[src/rtl/deser_shiftreg_if.sv]
// Word-side val/rdy channel of the serial receiver.
// master = receiver presenting words, slave = downstream consumer.
interface deser_shiftreg_if #(
    parameter int bitwidth = 32
);
    logic                recv_val;
    logic                recv_rdy;
    logic [bitwidth-1:0] recv_msg;

    modport master (
        output recv_val,
        output recv_msg,
        input  recv_rdy
    );

    modport slave (
        input  recv_val,
        input  recv_msg,
        output recv_rdy
    );
endinterface

[src/rtl/deser_shiftreg.sv]
// Serial-in, parallel-out receiver: MSB-first bits assembled into a word and offered on val/rdy.
// Optional DESER_PARITY_EN: each frame carries a trailing even-parity bit, reported on parity_err.
//
// state   | meaning
// --------+---------------------------------------------------------------
// COLLECT | accepting data bits into sreg, cnt = bits received so far
// PARITY  | all data bits in, waiting for the parity bit (parity build only)
// HOLD    | word complete, recv_val high until the consumer takes it
module deser_shiftreg #(
    parameter int bitwidth = 32
) (
    input  logic clk,
    input  logic reset,
    input  logic clr,
    input  logic in,
    input  logic shift_en,
    output logic overrun,
`ifdef DESER_PARITY_EN
    output logic parity_err,
`endif
    deser_shiftreg_if.master recv
);
    localparam int CNT_W = $clog2(bitwidth + 1);
    localparam logic [CNT_W-1:0] LAST = CNT_W'(bitwidth - 1);

    typedef enum logic [1:0] {
        COLLECT = 2'd0,
        HOLD    = 2'd1,
        PARITY  = 2'd2
    } state_t;

    state_t              state;
    logic [CNT_W-1:0]    cnt;
    logic [bitwidth-1:0] sreg;
    logic                val_q;

    assign recv.recv_val = val_q;
    assign recv.recv_msg = sreg;

    always_ff @(posedge clk or posedge reset) begin
        if (reset) begin
            state   <= COLLECT;
            cnt     <= '0;
            sreg    <= '0;
            val_q   <= 1'b0;
            overrun <= 1'b0;
`ifdef DESER_PARITY_EN
            parity_err <= 1'b0;
`endif
        end else if (clr) begin
            state   <= COLLECT;
            cnt     <= '0;
            sreg    <= '0;
            val_q   <= 1'b0;
            overrun <= 1'b0;
`ifdef DESER_PARITY_EN
            parity_err <= 1'b0;
`endif
        end else begin
            case (state)
                COLLECT: begin
                    if (shift_en) begin
                        sreg <= {sreg[bitwidth-2:0], in};
                        if (cnt == LAST) begin
                            cnt <= '0;
`ifdef DESER_PARITY_EN
                            state <= PARITY;
`else
                            state <= HOLD;
                            val_q <= 1'b1;
`endif
                        end else begin
                            cnt <= cnt + 1'b1;
                        end
                    end
                end
`ifdef DESER_PARITY_EN
                PARITY: begin
                    // parity bit is checked against the word, never shifted in
                    if (shift_en) begin
                        parity_err <= (^sreg) ^ in;
                        state      <= HOLD;
                        val_q      <= 1'b1;
                    end
                end
`endif
                HOLD: begin
                    if (recv.recv_rdy) begin
                        val_q <= 1'b0;
                        state <= COLLECT;
                        // bit arriving with the handshake starts the next word
                        if (shift_en) begin
                            sreg <= {sreg[bitwidth-2:0], in};
                            cnt  <= CNT_W'(1);
                        end
                    end else if (shift_en) begin
                        overrun <= 1'b1;
                    end
                end
                default: state <= COLLECT;
            endcase
        end
    end
endmodule

[src/flat_wrapper.sv]
// flat-port wrapper written by rule: the top's interface ports become plain ports
module deser_shiftreg_flat 
#(
    parameter int bitwidth = 32
)
  (clk, reset, clr, in, shift_en, overrun, recv_recv_val, recv_recv_msg, recv_recv_rdy);
  deser_shiftreg_if #(.bitwidth(bitwidth)) recv_i ();
  input  logic clk;
  input  logic reset;
  input  logic clr;
  input  logic in;
  input  logic shift_en;
  output logic overrun;
  output wire logic [$bits(recv_i.recv_val)-1:0] recv_recv_val;
  output wire logic [$bits(recv_i.recv_msg)-1:0] recv_recv_msg;
  input wire logic [$bits(recv_i.recv_rdy)-1:0] recv_recv_rdy;
  assign recv_recv_val = recv_i.recv_val;
  assign recv_recv_msg = recv_i.recv_msg;
  assign recv_i.recv_rdy = recv_recv_rdy;
  deser_shiftreg #(.bitwidth(bitwidth)) u_core (.clk(clk), .reset(reset), .clr(clr), .in(in), .shift_en(shift_en), .overrun(overrun), .recv(recv_i));
endmodule
[config.mk]
export PLATFORM = sky130hd
export DESIGN_NAME = deser_shiftreg_flat
export DESIGN_NICKNAME = d
export VERILOG_FILES = /design/src/rtl/deser_shiftreg_if.sv /design/src/rtl/deser_shiftreg.sv /design/src/flat_wrapper.sv
export SDC_FILE = /design/constraint.sdc
export NUM_CORES = 1
export LEC_CHECK = 0
export CAP_MARGIN = 20
export CORE_UTILIZATION = 45
export DETAILED_ROUTE_END_ITERATION = 10
export MAX_ROUTING_LAYER = met4
export PLACE_DENSITY = 0.83
export SETUP_SLACK_MARGIN = 0.15
export SLEW_MARGIN = 15
export SYNTH_ARGS = -nofsm -noshare
export SYNTH_HDL_FRONTEND = slang
export SYNTH_SLANG_ARGS = --single-unit
[constraint.sdc]
create_clock -name clk -period 1.35 [get_ports clk]
set_input_delay 0.2025 -clock clk [delete_from_list [all_inputs] [get_ports clk]]
set_output_delay 0.2025 -clock clk [all_outputs]
set_load 0.01 [all_outputs]
### Word-level counts from Yosys, hierarchy flattened

Index checks and enable logic that the tools add are counted.

| storage, ports and cells | value |
|---|---|
| register bits | 42 |
| logic and storage cells | 46 |

| operators by class | value |
|---|---|
| add/sub/neg operators | 1 |
| equal/unequal tests | 7 |
| mux-type cells | 24 |
| reduce and logical (&&, ||, !) cells | 9 |

Operator list:

| kind | count |
|---|---|
| two-way mux 32 bit | 3 |
| case mux 32 bit (2 select lines) | 1 |
| two-way mux 6 bit | 5 |
| case mux 6 bit (2 select lines) | 1 |
| != test 3 bit, second input constant | 3 |
| two-way mux 1 bit | 8 |
| two-way mux 2 bit | 4 |
| AND reduction 4 bit | 2 |
| adder 6 x 1 -> 6 bit, second input constant | 1 |
| equality test 6 x 5 -> 1 bit, second input constant | 1 |
| AND reduction 3 bit | 2 |
| case mux 2 bit (2 select lines) | 1 |
| nonzero test 2 bit | 2 |
| != test 3 x 2 -> 1 bit, second input constant | 1 |
| nonzero test 3 bit | 1 |
| equality test 2 x 1 -> 1 bit, second input constant | 1 |
| zero test 2 bit | 1 |
| != test 2 bit, second input constant | 1 |
| case mux 1 bit (2 select lines) | 1 |
| AND reduction 2 bit | 1 |

### Longest topological paths before layout

| logic depth | value |
|---|---|
| depth after elaboration | 5 |
| mapped depth | 5 |

### Worst setup path before layout

OpenSTA, ideal clock, no wires.

| path | value |
|---|---|
| path kind | reg2reg |
| start point | register u_core.state[0] |
| end point | register u_core.cnt[3] |
| setup time | 124 ps |
| arrival time | 1,125 ps |
| data required time | 1,226 ps |
| path slack | 101 ps |
| stages on the path, launching flop included | 5 |
| cell sequence | dfrtp_1 nand2b_1 a21oi_4 buf_4 a211o_1 |

| on the way | value |
|---|---|
| word-level cells in the longest chain between the ends | 3 |
| elaborated cells on any way between the ends | 9 |
| classes of those cells | eq/ne (4); mux (2); reduce/logical (3) |

RTL lines:

| item | line | source |
|---|---|---|
| start, declared | deser_shiftreg.sv:32 | `state_t state;` |
| start signal, assigned | deser_shiftreg.sv:42 | `state <= COLLECT;` |
| start signal, assigned | deser_shiftreg.sv:51 | `state <= COLLECT;` |
| start signal, assigned | deser_shiftreg.sv:69 | `state <= HOLD;` |
| equality test 2 x 1 -> 1 bit / zero test 2 bit (equally long branches) | deser_shiftreg.sv:60 | `case (state)` |
| != test 3 bit (no line), or another cell as far along | n/a |  |
| AND reduction 4 bit (no line) / two-way mux 6 bit (equally long branches) | n/a |  |
| end signal, assigned | deser_shiftreg.sv:73 | `cnt <= cnt + 1'b1;` |
| end, declared | deser_shiftreg.sv:33 | `logic [CNT_W-1:0] cnt;` |

Several ways; a longest one is shown, not always the timed one.
A chain may end at the register's enable or synchronous reset.

### Final worst setup path

| path | value |
|---|---|
| start point | register u_core.state[0] |
| end point | register u_core.sreg[9] (netlist: u_core.recv.recv_msg[9]) |

| on the way | value |
|---|---|
| word-level cells in the longest chain between the ends | 3 |
| elaborated cells on any way between the ends | 7 |
| classes of those cells | eq/ne (2); mux (2); reduce/logical (3) |

RTL lines:

| item | line | source |
|---|---|---|
| equality test 2 x 1 -> 1 bit / zero test 2 bit (equally long branches) | deser_shiftreg.sv:60 |  |
| case mux 32 bit (2 select lines), or another cell as far along | deser_shiftreg.sv:60 |  |
| two-way mux 32 bit / AND reduction 2 bit (equally long branches) | n/a |  |
| end signal, assigned | deser_shiftreg.sv:63 | `sreg <= {sreg[bitwidth-2:0], in};` |
| end signal, assigned | deser_shiftreg.sv:93 | `sreg <= {sreg[bitwidth-2:0], in};` |
| end, declared | deser_shiftreg.sv:34 | `logic [bitwidth-1:0] sreg;` |

Several ways; a longest one is shown, not always the timed one.

==> reports/qor.txt <==
Status = finished with violations
Failing checks = negative setup slack
Synthesized area per cell = 9.58 um2
# diodes = 0
Sum Neg Setup Slack = -0.183 ns
Die Wd = 64.4 um
Mapped Cells = 183
Reg2reg path depth = 7
Crit path kind = reg -> reg
Unrepaired setup endpoints after global routing = true
H-tree levels = 2
Part of the cycle the worst path needs = 103%
1st-pass router iterations = 4
Clock transition at path regs = 0.08 ns
GP Congestion = 0.840
Max_cap viols = 0
Overflow after GRT = 0
Post-Layout Cell Count = 327
Post-synth EDFFs = 0
Cell Pwr Density = 820 nW/um2
Hpwl dp = 2210 um
Final setup fails = 14
Routed len/inst = 19.7 um
Antenna viol nets, final = 0
Most common cell after layout, fill and taps aside = buf_4
Slowest CP cell = dfrtp_2
Most frequent cells in the layout = 38 x buf_4, 34 x dfrtp_1, 32 x nand2b_1
FF-to-FF setup slack = -0.04 ns
# DRC = 0
Initial Util = 47.5%
Critical path data arrival time = 1.58 ns
Max_slew headroom = 76.0%
RR Startpoint = u_core.state[0]
Leak = 0.00165 uW
Worst min-delay path category = in -> async
First-pass GRT wire length = 7620 um
Cells along the critical path = buf_6 -> nand2b_4 -> buf_4 -> a21oi_4 -> buf_12 -> nand2_1 -> o21ai_0
Crit-path leading delay family = buffers and inverters
Hold buffer count at CTS = 0
Area of the die = 4150 um2
Ports = 40
Skew-Pair Late Insertion Delay = 0.29 ns
Chip height = 64.4 um
Clock buffer depth = 2
CP required = 1.54 ns
Synth unique cells = 25
Count of input and output buffers = 39
Via-per-instance ratio = 5.55
Initial antenna violation count = 0
Clock tree root buffer cell = clkbuf_8
P&R area growth vs syn = 83.7%
CP Capture Type = flip-flop
FFs w/ async S/R, synth = 100%
Post-Syn Area = 1750 um2
CP bufs+invs = 3
Clk sinks = 40
Slew @ Worst Pin = 0.357 ns
Core ar. = 3690 um2
Num CTS Buffers = 5
Synth Register Bits = 40
Synth Flop Type = dfrtp_1
Crit start category = flip-flop
Max-slew violations = 0
Worst reg2reg path endpoint = u_core.recv.recv_msg[9]
Syn_nets = 190
CP max FO = 13
Number of DRC markers after the initial detailed-route iteration = 112
Warnings, synthesis = 0
Routed WL = 6430 um
Pin count of the biggest net entering global routing = 41
GR Util All Layers = 25.3%
Register area share after synthesis = 57.1%
Post-route setup slack = -0.0409 ns
Power Total = 2640 uW
Final Net Count = 285
Worst path max stage delay = 0.38 ns
Post-Route Skew = 0.00458 ns
Via count = 1814
Max IR drop VDD = 0.709 mV
Fin. Hold Viols = 0
Vias in the first global route = 1503
CTS tree = done
Proportion of layout cells with a drive suffix above 1 = 52.3%
Crit path depth = 7
Fmax = 719 MHz
Row cnt = 22
Period minus WS final = 1.39 ns
Inst Count DP = 269
## area by class of cell
cell class	instances	area (um2)
Clock buffer	7	96.3
Clock inverter	1	30.0
Fill cell	185	468
Inverter	2	7.51
Multi-Input combinational cell	131	1020
Sequential cell	40	1010
Tap cell	48	60.1
Timing Repair Buffer	98	995
## metrics by stage
stage	setup WS [ns]	hold WS, ns	area, um2	utilization [%]
after floorplan	0.145	0.351	1760	-
after global routing	-0.0898	0.303	3220	87.3
after detailed placement	-0.242	0.471	2240	60.7
after CTS	0.0501	0.265	2640	71.6
after global placement	-0.133	0.472	2240	60.7
final	-0.0409	0.256	3220	87.3
## power by group
group / leakage (uW) / switching (uW) / internal, uW
Sequential: 0.000546 / 18.5 / 1210
Combinational: 0.00104 / 180 / 174
Clock: 0.0000645 / 403 / 652
## flip-flops by register name (all words and copies together), names as in the netlist
signal and flops:
u_core.cnt 6, u_core.overrun 1, u_core.recv.recv_msg 32, u_core.state 1
## worst max path at each step
stage                          startpoint                  endpoint  slack [ns]
after floorplan                     reset           u_core.state[0]        0.15
after global placement                clr             u_core.cnt[2]       -0.13
after detailed placement         shift_en             u_core.cnt[5]       -0.24
after CTS                 u_core.state[0]  u_core.recv.recv_msg[14]        0.05
after global routing      u_core.state[0]  u_core.recv.recv_msg[27]       -0.09
final                     u_core.state[0]   u_core.recv.recv_msg[9]       -0.04
## synthesized netlist by cell type, types with 2 or more instances
cell	instances	share of area [%]
nor2_1	3	0.64
a21oi_1	2	0.57
nand2_1	37	7.9
nand3_1	4	1.1
a31oi_1	2	0.71
inv_1	2	0.43
nand2b_1	33	12
clkbuf_1	2	0.43
buf_2	3	0.86
clkbuf_2	2	0.57
o21ai_1	6	1.7
o21ai_0	31	8.9
nor3_1	2	0.57
dfrtp_1	40	57
buf_4	4	1.7
## routing by layer
metal | track usage [%] | share of wire, % | routed length (um)
met5 | - | 0 | 0
met4 | 9.17 | 3.8 | 244
met3 | 5.99 | 4.4 | 284
met2 | 35.4 | 49 | 3160
met1 | 36.0 | 43 | 2750
## what timing repair did
item	in CTS	in global routing
setup endpoints to repair	58	69
cloned	5	4
setup buffers	8	33
resized for setup	108	95
pin swaps	22	25
## worst register-to-register path: cells and delay by family, from the launching register on
| kind | cells | cell delay [ns] |
|---|---|---|
| AO/OA/AOI/OAI | 2 | 0.33 |
| buffers and inverters | 3 | 0.45 |
| AND/OR/NAND/NOR | 2 | 0.14 |
| flip-flops | 1 | 0.38 |
## kinds of logic after synthesis
logic type / count (synthesis) / share of synthesized area (%)
AO/OA/AOI/OAI: 47 / 15.1
adder cells (fa/ha/maj): 1 / 0.714
buffers and inverters: 13 / 4.00
flip-flops: 40 / 57.1
AND/OR/NAND/NOR: 82 / 23.1
No activity file was read; power rests on OpenSTA's default activity.
